===== config.mk =====
export PLATFORM = sky130hd
export DESIGN_NAME = ks_control_fsm
export DESIGN_NICKNAME = d
export VERILOG_FILES = /design/src/rtl/k_and_s_pkg.sv /design/src/rtl/ks_branch_cond.sv /design/src/rtl/ks_control_fsm.sv
export SDC_FILE = /design/constraint.sdc
export NUM_CORES = 1
export LEC_CHECK = 0
export ABC_AREA = 1
export CORE_UTILIZATION = 45
export CTS_CLUSTER_SIZE = 30
export DETAILED_ROUTE_END_ITERATION = 8
export PLACE_DENSITY_LB_ADDON = 0.25
export SLEW_MARGIN = 10
export SYNTH_ARGS = -nofsm -noshare
export SYNTH_HDL_FRONTEND = slang
export SYNTH_SLANG_ARGS = --single-unit

===== constraint.sdc =====
create_clock -name clk -period 1.64 [get_ports clk]
set_input_delay 0.246 -clock clk [delete_from_list [all_inputs] [get_ports clk]]
set_output_delay 0.246 -clock clk [all_outputs]
set_load 0.005 [all_outputs]

===== src/rtl/k_and_s_pkg.sv =====
// Shared types and constants for the K&S processor control path.
package k_and_s_pkg;

  // Instruction class decoded from the IR
  typedef enum logic [3:0] {
    I_NOP    = 4'd0,
    I_LOAD   = 4'd1,
    I_STORE  = 4'd2,
    I_MOVE   = 4'd3,
    I_ADD    = 4'd4,
    I_SUB    = 4'd5,
    I_AND    = 4'd6,
    I_OR     = 4'd7,
    I_BRANCH = 4'd8,
    I_BZERO  = 4'd9,
    I_BNZERO = 4'd10,
    I_BNEG   = 4'd11,
    I_BNNEG  = 4'd12,
    I_BOV    = 4'd13,
    I_BNOV   = 4'd14,
    I_HALT   = 4'd15
  } decoded_instruction_type;

  // Control FSM states
  typedef enum logic [2:0] {
    RST_ST = 3'd0,
    FETCH  = 3'd1,
    DECODE = 3'd2,
    EXEC   = 3'd3,
    MEM    = 3'd4,
    BRANCH = 3'd5,
    HALTED = 3'd6
  } ctrl_state_type;

  localparam logic [1:0] ALU_OR  = 2'd0;
  localparam logic [1:0] ALU_ADD = 2'd1;
  localparam logic [1:0] ALU_SUB = 2'd2;
  localparam logic [1:0] ALU_AND = 2'd3;

  // ALU operation for a register-to-register class; MOVE passes A through OR
  function automatic logic [1:0] alu_op_of(input decoded_instruction_type instr);
    logic [1:0] op;
    case (instr)
      I_ADD:   op = ALU_ADD;
      I_SUB:   op = ALU_SUB;
      I_AND:   op = ALU_AND;
      default: op = ALU_OR;
    endcase
    return op;
  endfunction

endpackage


===== src/rtl/ks_branch_cond.sv =====
// Combinational branch-condition evaluator for the K&S control unit.
// OVF_SIGNED picks which overflow flag BOV/BNOV test.
module ks_branch_cond
  import k_and_s_pkg::*;
#(
  parameter int OVF_SIGNED = 1
) (
  input  decoded_instruction_type instr,
  input  logic                    zero_op,
  input  logic                    neg_op,
  input  logic                    unsigned_overflow,
  input  logic                    signed_overflow,
  output logic                    taken
);

  logic ovf_s;

  assign ovf_s = (OVF_SIGNED != 0) ? signed_overflow : unsigned_overflow;

  // Evaluate the condition of the current branch class against the flags
  always_comb begin
    taken = 1'b0;
    case (instr)
      I_BRANCH: taken = 1'b1;
      I_BZERO:  taken = zero_op;
      I_BNZERO: taken = ~zero_op;
      I_BNEG:   taken = neg_op;
      I_BNNEG:  taken = ~neg_op;
      I_BOV:    taken = ovf_s;
      I_BNOV:   taken = ~ovf_s;
      default:  taken = 1'b0;
    endcase
  end

endmodule


===== src/rtl/ks_control_fsm.sv =====
// Multi-cycle control FSM for the K&S processor.
// Optional feature macro: KS_CTRL_OVF_BRANCH_EN -- when defined BOV/BNOV
// are real conditional branches; otherwise they complete as NOP in DECODE.
module ks_control_fsm
  import k_and_s_pkg::*;
#(
  parameter int RAM_LATENCY = 1,
  parameter int OVF_SIGNED  = 1
) (
  input  logic                    clk,
  input  logic                    rst_n,
  input  decoded_instruction_type decoded_instruction,
  input  logic                    zero_op,
  input  logic                    neg_op,
  input  logic                    unsigned_overflow,
  input  logic                    signed_overflow,
  output logic                    branch,
  output logic                    pc_enable,
  output logic                    ir_enable,
  output logic                    write_reg_enable,
  output logic                    addr_sel,
  output logic                    c_sel,
  output logic [1:0]              operation,
  output logic                    flags_reg_enable,
  output logic                    ram_write_enable,
  output logic                    halt,
  output logic                    instr_done
);

  localparam logic [3:0] LAST_WAIT = 4'(RAM_LATENCY - 1);

  ctrl_state_type state_r;
  ctrl_state_type next_state_s;
  logic [3:0]     wait_cnt_r;
  logic           last_wait_s;
  logic           taken_s;

  assign last_wait_s = (wait_cnt_r == LAST_WAIT);

  ks_branch_cond #(
    .OVF_SIGNED(OVF_SIGNED)
  ) u_branch_cond (
    .instr             (decoded_instruction),
    .zero_op           (zero_op),
    .neg_op            (neg_op),
    .unsigned_overflow (unsigned_overflow),
    .signed_overflow   (signed_overflow),
    .taken             (taken_s)
  );

  // State register and RAM wait counter (cleared on every state entry)
  always_ff @(posedge clk or negedge rst_n) begin
    if (!rst_n) begin
      state_r    <= RST_ST;
      wait_cnt_r <= 4'd0;
    end else begin
      state_r <= next_state_s;
      if (next_state_s != state_r) begin
        wait_cnt_r <= 4'd0;
      end else if ((state_r == FETCH) || (state_r == MEM)) begin
        wait_cnt_r <= wait_cnt_r + 4'd1;
      end else begin
        wait_cnt_r <= wait_cnt_r;
      end
    end
  end

  // Next-state selection from the current phase and instruction class
  always_comb begin
    next_state_s = state_r;
    case (state_r)
      RST_ST: next_state_s = FETCH;
      FETCH: begin
        if (last_wait_s) begin
          next_state_s = DECODE;
        end else begin
          next_state_s = FETCH;
        end
      end
      DECODE: begin
        case (decoded_instruction)
          I_HALT:  next_state_s = HALTED;
          I_MOVE, I_ADD, I_SUB, I_AND, I_OR: next_state_s = EXEC;
          I_LOAD, I_STORE: next_state_s = MEM;
          I_BRANCH, I_BZERO, I_BNZERO, I_BNEG, I_BNNEG: next_state_s = BRANCH;
`ifdef KS_CTRL_OVF_BRANCH_EN
          I_BOV, I_BNOV: next_state_s = BRANCH;
`endif
          default: next_state_s = FETCH;
        endcase
      end
      EXEC: next_state_s = FETCH;
      MEM: begin
        // Only a LOAD lingers in MEM for the RAM wait states
        if ((decoded_instruction == I_LOAD) && !last_wait_s) begin
          next_state_s = MEM;
        end else begin
          next_state_s = FETCH;
        end
      end
      BRANCH: next_state_s = FETCH;
      HALTED: next_state_s = HALTED;
      default: next_state_s = RST_ST;
    endcase
  end

  // Strobe decode from the registered state, wait counter and instruction
  always_comb begin
    branch           = 1'b0;
    pc_enable        = 1'b0;
    ir_enable        = 1'b0;
    write_reg_enable = 1'b0;
    addr_sel         = 1'b0;
    c_sel            = 1'b0;
    operation        = ALU_OR;
    flags_reg_enable = 1'b0;
    ram_write_enable = 1'b0;
    halt             = 1'b0;
    instr_done       = 1'b0;
    case (state_r)
      RST_ST: halt = 1'b0;
      FETCH: begin
        addr_sel = 1'b1;
        if (last_wait_s) begin
          ir_enable = 1'b1;
          pc_enable = 1'b1;
        end else begin
          ir_enable = 1'b0;
          pc_enable = 1'b0;
        end
      end
      // NOP-like classes finish here and return straight to FETCH
      DECODE: instr_done = (next_state_s == FETCH);
      EXEC: begin
        write_reg_enable = 1'b1;
        instr_done       = 1'b1;
        operation        = alu_op_of(decoded_instruction);
        flags_reg_enable = (decoded_instruction != I_MOVE);
      end
      MEM: begin
        if (decoded_instruction == I_STORE) begin
          ram_write_enable = 1'b1;
          instr_done       = 1'b1;
        end else if ((decoded_instruction == I_LOAD) && last_wait_s) begin
          write_reg_enable = 1'b1;
          c_sel            = 1'b1;
          instr_done       = 1'b1;
        end else begin
          instr_done = 1'b0;
        end
      end
      BRANCH: begin
        branch     = taken_s;
        pc_enable  = taken_s;
        instr_done = 1'b1;
      end
      HALTED: halt = 1'b1;
      default: halt = 1'b0;
    endcase
  end

endmodule


==> impl_metrics.env, run 1 <==
export IMPL_synthArstFlopShare_pct=100.0
export IMPL_placementRows=14
export IMPL_numClockSinks=7
export IMPL_postCtsSetupBuffers=17
export IMPL_ys_flop_type="dfrtp_1"
export IMPL_synth_top_area_cell="dfrtp_1"
export IMPL_clockBufferDepth=2
export IMPL_yosys_top_cells_area="dfrtp_1, nand2_1, ha_1"
export IMPL_status="stopped before the end"
export IMPL_io_buffers=20
export IMPL_stop_stage="4_1_cts"
export IMPL_die_w_um=42.40
export IMPL_yosysTopAreaCellShare_pct=23.85
export IMPL_ys_top_cells_by_count="nand2_1, inv_1, nor2_1, nand3_1"
export IMPL_ctsResizeCount=106
export IMPL_ctsHoldBuffers=0
export IMPL_synth_edf_count=0
export IMPL_globalplace_congestion=0.8029
export IMPL_avgSynthCellArea_um2=6.387
export IMPL_start_util_pct=48.19
export IMPL_cts_buffers=3
export IMPL_htreeDepth=1
export IMPL_yosys_warnings=0
export IMPL_synth_cell_types=20
export IMPL_io_pins=22
export IMPL_ys_ff_latch=7
export IMPL_syn_num_nets=132
export IMPL_die_h_um=42.40
export IMPL_ys_seq_area_share_pct=23.85
export IMPL_synth_area_um2=734.5
export IMPL_error="[ERROR DPL-0033] detailed placement checks failed during check placement."
export IMPL_dp_hpwl_um=1754
export IMPL_synth_most_common_cell="nand2_1"
export IMPL_synthCells=115
export IMPL_cts_root_buf="clkbuf_4"
metrics by stage:
| step | utilization, % | TNS (ps) | cells | area, µm² | worst slack, ps |
|---|---|---|---|---|---|
| after floorplan | - | 0 | 115 | 734.5 | 239.7 |
| after global placement | 77.42 | -6537 | 181 | 1180 | -717.1 |
| after detailed placement | 77.42 | -7433 | 181 | 1180 | -782.1 |
cells by family after synthesis:
logic type               synth area share [%]
AO/OA/AOI/OAI                           9.712
XOR/XNOR                                3.578
adder cells (fa/ha/maj)                 11.92
buffers and inverters                   12.78
flip-flops                              23.85
AND/OR/NAND/NOR                         38.16
==> inputs of run 2 (changes only) <==
--- a/config.mk
+++ b/config.mk
@@ -6,10 +6,10 @@
 export NUM_CORES = 1
 export LEC_CHECK = 0
 export ABC_AREA = 1
-export CORE_UTILIZATION = 45
-export CTS_CLUSTER_SIZE = 30
+export CORE_AREA = 2 2 63 65
 export DETAILED_ROUTE_END_ITERATION = 8
-export PLACE_DENSITY_LB_ADDON = 0.25
+export DIE_AREA = 0 0 65 67
+export PLACE_DENSITY_LB_ADDON = 0.15
 export SLEW_MARGIN = 10
 export SYNTH_ARGS = -nofsm -noshare
 export SYNTH_HDL_FRONTEND = slang
==> impl_metrics.env, run 2 <==
export IMPL_status="finished with violations"
export IMPL_violations="negative setup slack"
export IMPL_fin_skew_ps=0.8558
export IMPL_reg2reg_from="state_r[1]"
export IMPL_ys_top_cells_by_count="nand2_1, inv_1, nor2_1, nand3_1"
export IMPL_arrival_ps=1530
export IMPL_dr_pass1_iters=3
export IMPL_synth_xor_area_share_pct=3.578
export IMPL_synth_compound_area_share_pct=9.710
export IMPL_largest_register="wait_cnt_r"
export IMPL_setup_ws_ps=-133.9
export IMPL_cts_buffers=3
export IMPL_layout_cells_most_common_list="buf_4, nand2_1, inv_2, inv_1, buf_6"
export IMPL_vdd_drop_max_mv=1.176
export IMPL_rsz0062_at_grt="true"
export IMPL_synth_adder_area_share_pct=11.93
export IMPL_avgSynthCellArea_um2=6.387
export IMPL_die_w_um=65
export IMPL_synth_edf_count=0
export IMPL_p_int_mw=1.306
export IMPL_synth_cell_types=20
export IMPL_worstSkewPairLatency_ps=220
export IMPL_cp_max_fo=3
export IMPL_overflow=0
export IMPL_hold_class="in2async"
export IMPL_yosys_warnings=0
export IMPL_relSlewSlack_pct=78.69
export IMPL_cts_tree="done"
export IMPL_powerDensity_mw_per_mm2=1324
export IMPL_die_h_um=67
export IMPL_yosysTopAreaCellShare_pct=23.85
export IMPL_cap_violations=0
export IMPL_antenna_left=0
export IMPL_htreeDepth=1
export IMPL_critPathCaptureType="output pin"
export IMPL_drt_iter0_drc=23
export IMPL_period_needed_ps=1774
export IMPL_synthMuxAreaShare_pct=0
export IMPL_largest_reg_flops=4
export IMPL_critPathLaunch="decoded_instruction[1]"
export IMPL_final_nets=211
export IMPL_start_util_pct=20.37
export IMPL_clkPwrFrac_pct=10.7
export IMPL_slew_violations=0
export IMPL_numClockSinks=7
export IMPL_track_usage_pct=12.14
export IMPL_via_per_inst=4.066
export IMPL_yosys_top_cells_area="dfrtp_1, nand2_1, ha_1"
export IMPL_routed_wl_um=2476
export IMPL_dp_hpwl_um=1778
export IMPL_synth_most_common_cell="nand2_1"
export IMPL_cts_reportedPaths_clkPinSlew_ps=40
export IMPL_seq_power_share_pct=12.7
export IMPL_core_area_mm2=0.003606
export IMPL_timing_worst_setup_path_type="in2out"
export IMPL_diodes=0
export IMPL_synthArstFlopShare_pct=100.0
export IMPL_fin_util_pct=45.77
export IMPL_worstSetupStartpointType="input port"
export IMPL_switchingPower_mw=0.8790
export IMPL_wire_per_inst_um=10.27
export IMPL_top_regs="wait_cnt_r x4, state_r x3"
export IMPL_antenna_found_initial=0
export IMPL_fmax_mhz=563.7
export IMPL_drc=0
export IMPL_grt_pass1_wl_um=4181
export IMPL_placed_area_mm2=0.001257
export IMPL_finalInstanceArea_mm2=0.001650
export IMPL_worstMarginPinSlew_ps=318.6
export IMPL_setup_viol=7
export IMPL_hold_viol=0
export IMPL_grt_max_degree=8
export IMPL_globalplace_congestion=0.8088
export IMPL_clockBufferDepth=2
export IMPL_cts_root_buf="clkbuf_8"
export IMPL_synth_area_um2=734.5
export IMPL_area_growth_pct=124.7
export IMPL_ys_flop_type="dfrtp_1"
export IMPL_whs_ps=287.5
export IMPL_swShare_pct=40.23
export IMPL_io_buffers=20
export IMPL_final_common_cell="buf_4"
export IMPL_combinationalPowerShare_pct=76.7
export IMPL_io_pins=22
export IMPL_die_area_mm2=0.004355
export IMPL_synthCells=115
export IMPL_placementRows=22
export IMPL_leakagePower_nw=0.8365
export IMPL_vias=980
export IMPL_worstPathRequired_ps=1390
export IMPL_synth_top_area_cell="dfrtp_1"
export IMPL_final_period_utilization_pct=108.2
export IMPL_syn_num_nets=132
export IMPL_ys_seq_area_share_pct=23.85
export IMPL_synth_simple_area_share_pct=38.16
export IMPL_grt_pass1_vias=1012
export IMPL_drive_above_1_share_pct=64.77
export IMPL_synth_top_family_by_area="simple AND/OR/NAND/NOR gates"
export IMPL_ys_ff_latch=7
-- run 2: cell families after synthesis --
group	after synthesis
adders and majority gates	7
buffers and inverters	25
xor gates and xnor gates	3
DFF	7
AOI/OAI and AO/OA	12
and+or+nand+nor	61
-- run 2: power groups by stage --
stage	sequential (mW)	clock, mW	combinational [mW]
floorplan	0.263	0	0.485
global placement	0.258	0	1.15
detailed placement	0.260	0	1.15
CTS	0.277	0.242	1.56
global route	0.285	0.248	1.81
finish	0.277	0.233	1.67
-- run 2: worst max-delay path: stages --
cell	delay, ps
clkdlybuf4s15_2	200
inv_2	50
ha_1	310
nand2_1	70
o21ai_0	80
nand2_1	110
nand2_2	60
nor2_2	130
nand4_1	90
nand2_1	70
buf_2	100
-- run 2: stage by stage --
stage	worst slack (ps)	TNS [ps]	power, mW	cells
floorplan	239.7	0	0.7482	115
global placement	-759.7	-6927	1.409	218
detailed placement	-787.4	-7122	1.414	218
CTS	-133.3	-719.1	2.080	240
global route	-238.5	-1558	2.348	241
finish	-133.9	-546.8	2.185	241
-- run 2: worst paths after layout --
kind                       cells after the start  slack (ps)            end
max                                           11        -130     instr_done
min                                            1         290  wait_cnt_r[2]
max reg2reg                                   12          10     state_r[2]
min reg2reg                                    3         700  wait_cnt_r[2]
max in group asynchronous                      1        1090     state_r[2]
min in group clk                               3         700  wait_cnt_r[2]
-- run 2: cell type report --
cell class	count	area, µm²
Inverter	25	98.84
Sequential cell	7	177.7
Clock buffer	4	45.04
Tap cell	48	60.06
Multi-Input combinational cell	83	663.1
Fill cell	360	1956
Timing Repair Buffer	74	605.6
-- run 2: metal layers --
layer	track usage [%]	part of all wire, %	vias to the layer above
met4	3.989	0.24	0
met5	0	0	-
met2	22.29	50	11
li1	-	-	523
met1	14.92	48	444
met3	0.8446	2.1	2
-- run 2: what timing repair did --
| item | 4_1_cts | 5_1_grt |
|---|---|---|
| pin swaps | 20 | 5 |
| setup buffers | 18 | 3 |
| endpoints found under the setup margin | 16 | 17 |
| hold buffers | 0 | 0 |
| resized for setup | 101 | 19 |
| hold endpoints to repair | 0 | 0 |
| gates cloned | 0 | 0 |
No activity file was read; power rests on OpenSTA's default activity.
==> RTL edit, RTL diff (flow settings as in run 2) <==
The 7 states of `ctrl_state_type` get a one-hot encoding in 7 bits.
--- a/src/rtl/k_and_s_pkg.sv
+++ b/src/rtl/k_and_s_pkg.sv
@@ -24,10 +24,10 @@
   // Control FSM states
-  typedef enum logic [2:0] {
-    RST_ST = 3'd0,
-    FETCH  = 3'd1,
-    DECODE = 3'd2,
-    EXEC   = 3'd3,
-    MEM    = 3'd4,
-    BRANCH = 3'd5,
-    HALTED = 3'd6
+  typedef enum logic [6:0] {
+    RST_ST = 7'b0000001,
+    FETCH  = 7'b0000010,
+    DECODE = 7'b0000100,
+    EXEC   = 7'b0001000,
+    MEM    = 7'b0010000,
+    BRANCH = 7'b0100000,
+    HALTED = 7'b1000000
   } ctrl_state_type;
Formal check against the unedited RTL: same outputs for any inputs over 10 cycles, from zero or initial values and one cycle with rst_n low; not proved beyond that.
==> RTL edit against run 2 <==
The flow still finishes with violations (setup timing); via count rose by 43%; routed wire length increased by 52%; hold slack gained 0.053 ns; critical path depth unchanged; area after synthesis up 42%; worst setup slack worse by 0.20 ns; final area rose by 32%; count of clock-buffer cells in the layout is the same; global-route usage rose by 5.7 points; sequential cell count is 4 higher.
Power is left out: it rests on default switching activity, and per cell area and clock period it moved more than threefold.
==> RTL edit: results (changes against run 2) <==
| Metric | Value |
|---|---|
| First-iteration detailed-routing DRC count | 49 (was 23) |
| TritonCTS Buffers | 3 (unchanged) |
| Routability Congestion | 0.831 (was 0.809) |
| # setup viols final | 16 (was 7) |
| Top cells by area, synth | dfrtp_1, nand2_1, inv_1 (was dfrtp_1, nand2_1, ha_1) |
| Failing checks | setup timing (unchanged) |
| WP data arrival | 1.72 ns (was 1.53 ns) |
| Largest net degree at the start of global routing | 12 (was 8) |
| Pre-Repair DR Iteration Count | 4 (was 3) |
| Hold Path Class | in -> async (unchanged) |
| Aggregate global-route resource usage | 17.8% (was 12.1%) |
| Initial antenna violation count | 0 (unchanged) |
| Worst flop-to-flop path endpoint | wait_cnt_r[1]$_DFFE_PN0P_ (was state_r[2]$_DFF_PN0_) |
| Most frequent cells after synthesis | nand2_1, inv_1, nor2_1, nand3_1, dfrtp_1 (was nand2_1, inv_1, nor2_1, nand3_1) |
| Layout cells sized above 1 | 63.2% (was 64.8%) |
| Worst r2r src | state_r[0]$_DFF_PN1_ (was state_r[1]$_DFF_PN0_) |
| Max Slew Vio Count | 0 (unchanged) |
| Register area | 277 um2 (was 178 um2) |
| Clock Latency Late Sink | 0.23 ns |
| Fin. Hold Viols | 0 (unchanged) |
| Crit path max-delay family | flip-flops (was simple AND/OR/NAND/NOR gates) |
| Port buffer count | 20 (unchanged) |
| Via count | 1402 (was 980) |
| Slew margin rel. | 67.8% (was 78.7%) |
| Synth Net Count | 180 (was 132) |
| CP max stage delay | 0.55 ns (was 0.31 ns) |
| Post-route setup TNS | -2.52 ns (was -0.547 ns) |
| GR Layer Usage met1 | 19.3% (was 14.9%) |
| Worst hold slack | 0.340 ns (was 0.288 ns) |
| Buffer type at the clock tree root | clkbuf_8 (unchanged) |
| Final WL | 3750 um (was 2480 um) |
| Met3 usage | 1.69% (was 0.845%) |
| CTS max path bufs | 2 (unchanged) |
| Sequential area share after synthesis | 26.4% (was 23.9%) |
| R2R cell count | 14 (was 12) |
| Fill cells | 322 (was 360) |
| Synth cell types | 23 (was 20) |
| PnR worst setup slack | -0.330 ns (was -0.134 ns) |
| DPL Wire Length | 2610 um (was 1780 um) |
| Synthesis warning total | 0 (unchanged) |
| GR met2 Demand/Resource | 34.7% (was 22.3%) |
| Worst-path maximum fanout | 3 (unchanged) |
| Number of antenna cells inserted | 0 (unchanged) |
| First-pass GRT wire length | 5980 um (was 4180 um) |
| Nets | 283 (was 211) |
| Clock slew at reported path FFs | 0.05 ns |
| Worst reg2reg setup slack | -0.21 ns (was 0.01 ns) |
| Critical path's slowest cell | dfstp_2 (was ha_1) |
| Ys async rst share | 100% (unchanged) |
| Skew final | 0.00373 ns (was 0.000856 ns) |
| H-tree depth | 1 (unchanged) |
| Status | finished with violations (unchanged) |
| Post-place instance area | 0.00171 mm2 (was 0.00126 mm2) |
| Regs by FF count | state_r x7, wait_cnt_r x4 (was wait_cnt_r x4, state_r x3) |
RTL edit: through the flow:
stage          instances  setup slack, ns
3_5_place_dp         284           -0.843
3_3_place_gp         284           -0.760
6_report             314           -0.330
4_1_cts              311           -0.295
5_1_grt              314           -0.393
2_1_floorplan        164           0.0881
RTL edit: layer usage:
layer | up-vias | part of all wire (%)
met1 | 648 | 40
met4 | 0 | 2.2
met2 | 31 | 55
met3 | 10 | 2.9
li1 | 713 | -
met5 | - | 0
RTL edit: worst max-delay path by stage:
stage,end,startpoint,slack [ns],cells after the start
final,instr_done,state_r[0]$_DFF_PN1_,-0.33,11
after global routing,instr_done,state_r[0]$_DFF_PN1_,-0.39,11
after CTS,instr_done,state_r[0]$_DFF_PN1_,-0.29,11
after detailed placement,instr_done,decoded_instruction[0],-0.84,11
after global placement,instr_done,decoded_instruction[0],-0.76,11
after floorplan,instr_done,state_r[0]$_DFF_PN1_,0.09,10
RTL edit: final cells by class:
| type | instances | share of cell area, % |
|---|---|---|
| Timing Repair Buffer | 98 | 36.4 |
| Clock buffer | 4 | 2.07 |
| Multi-Input combinational cell | 117 | 39.0 |
| Tap cell | 48 | 2.76 |
| Sequential cell | 11 | 12.7 |
| Inverter | 36 | 7.02 |
RTL edit: what timing repair did:
| item | 4_1_cts | 5_1_grt |
|---|---|---|
| setup endpoints to repair | 17 | 17 |
| pin swaps | 32 | 20 |
| setup buffers | 25 | 3 |
| gates resized for setup | 121 | 33 |
RTL edit: cell families after synthesis:
logic type	Yosys count	share of synthesized area [%]
AO/OA/AOI/OAI	13	6.94
AND/OR/NAND/NOR	95	43.9
buffers and inverters	36	13.0
adder cells (fa/ha/maj)	6	7.18
flip-flops	11	26.4
XOR/XNOR	3	2.51
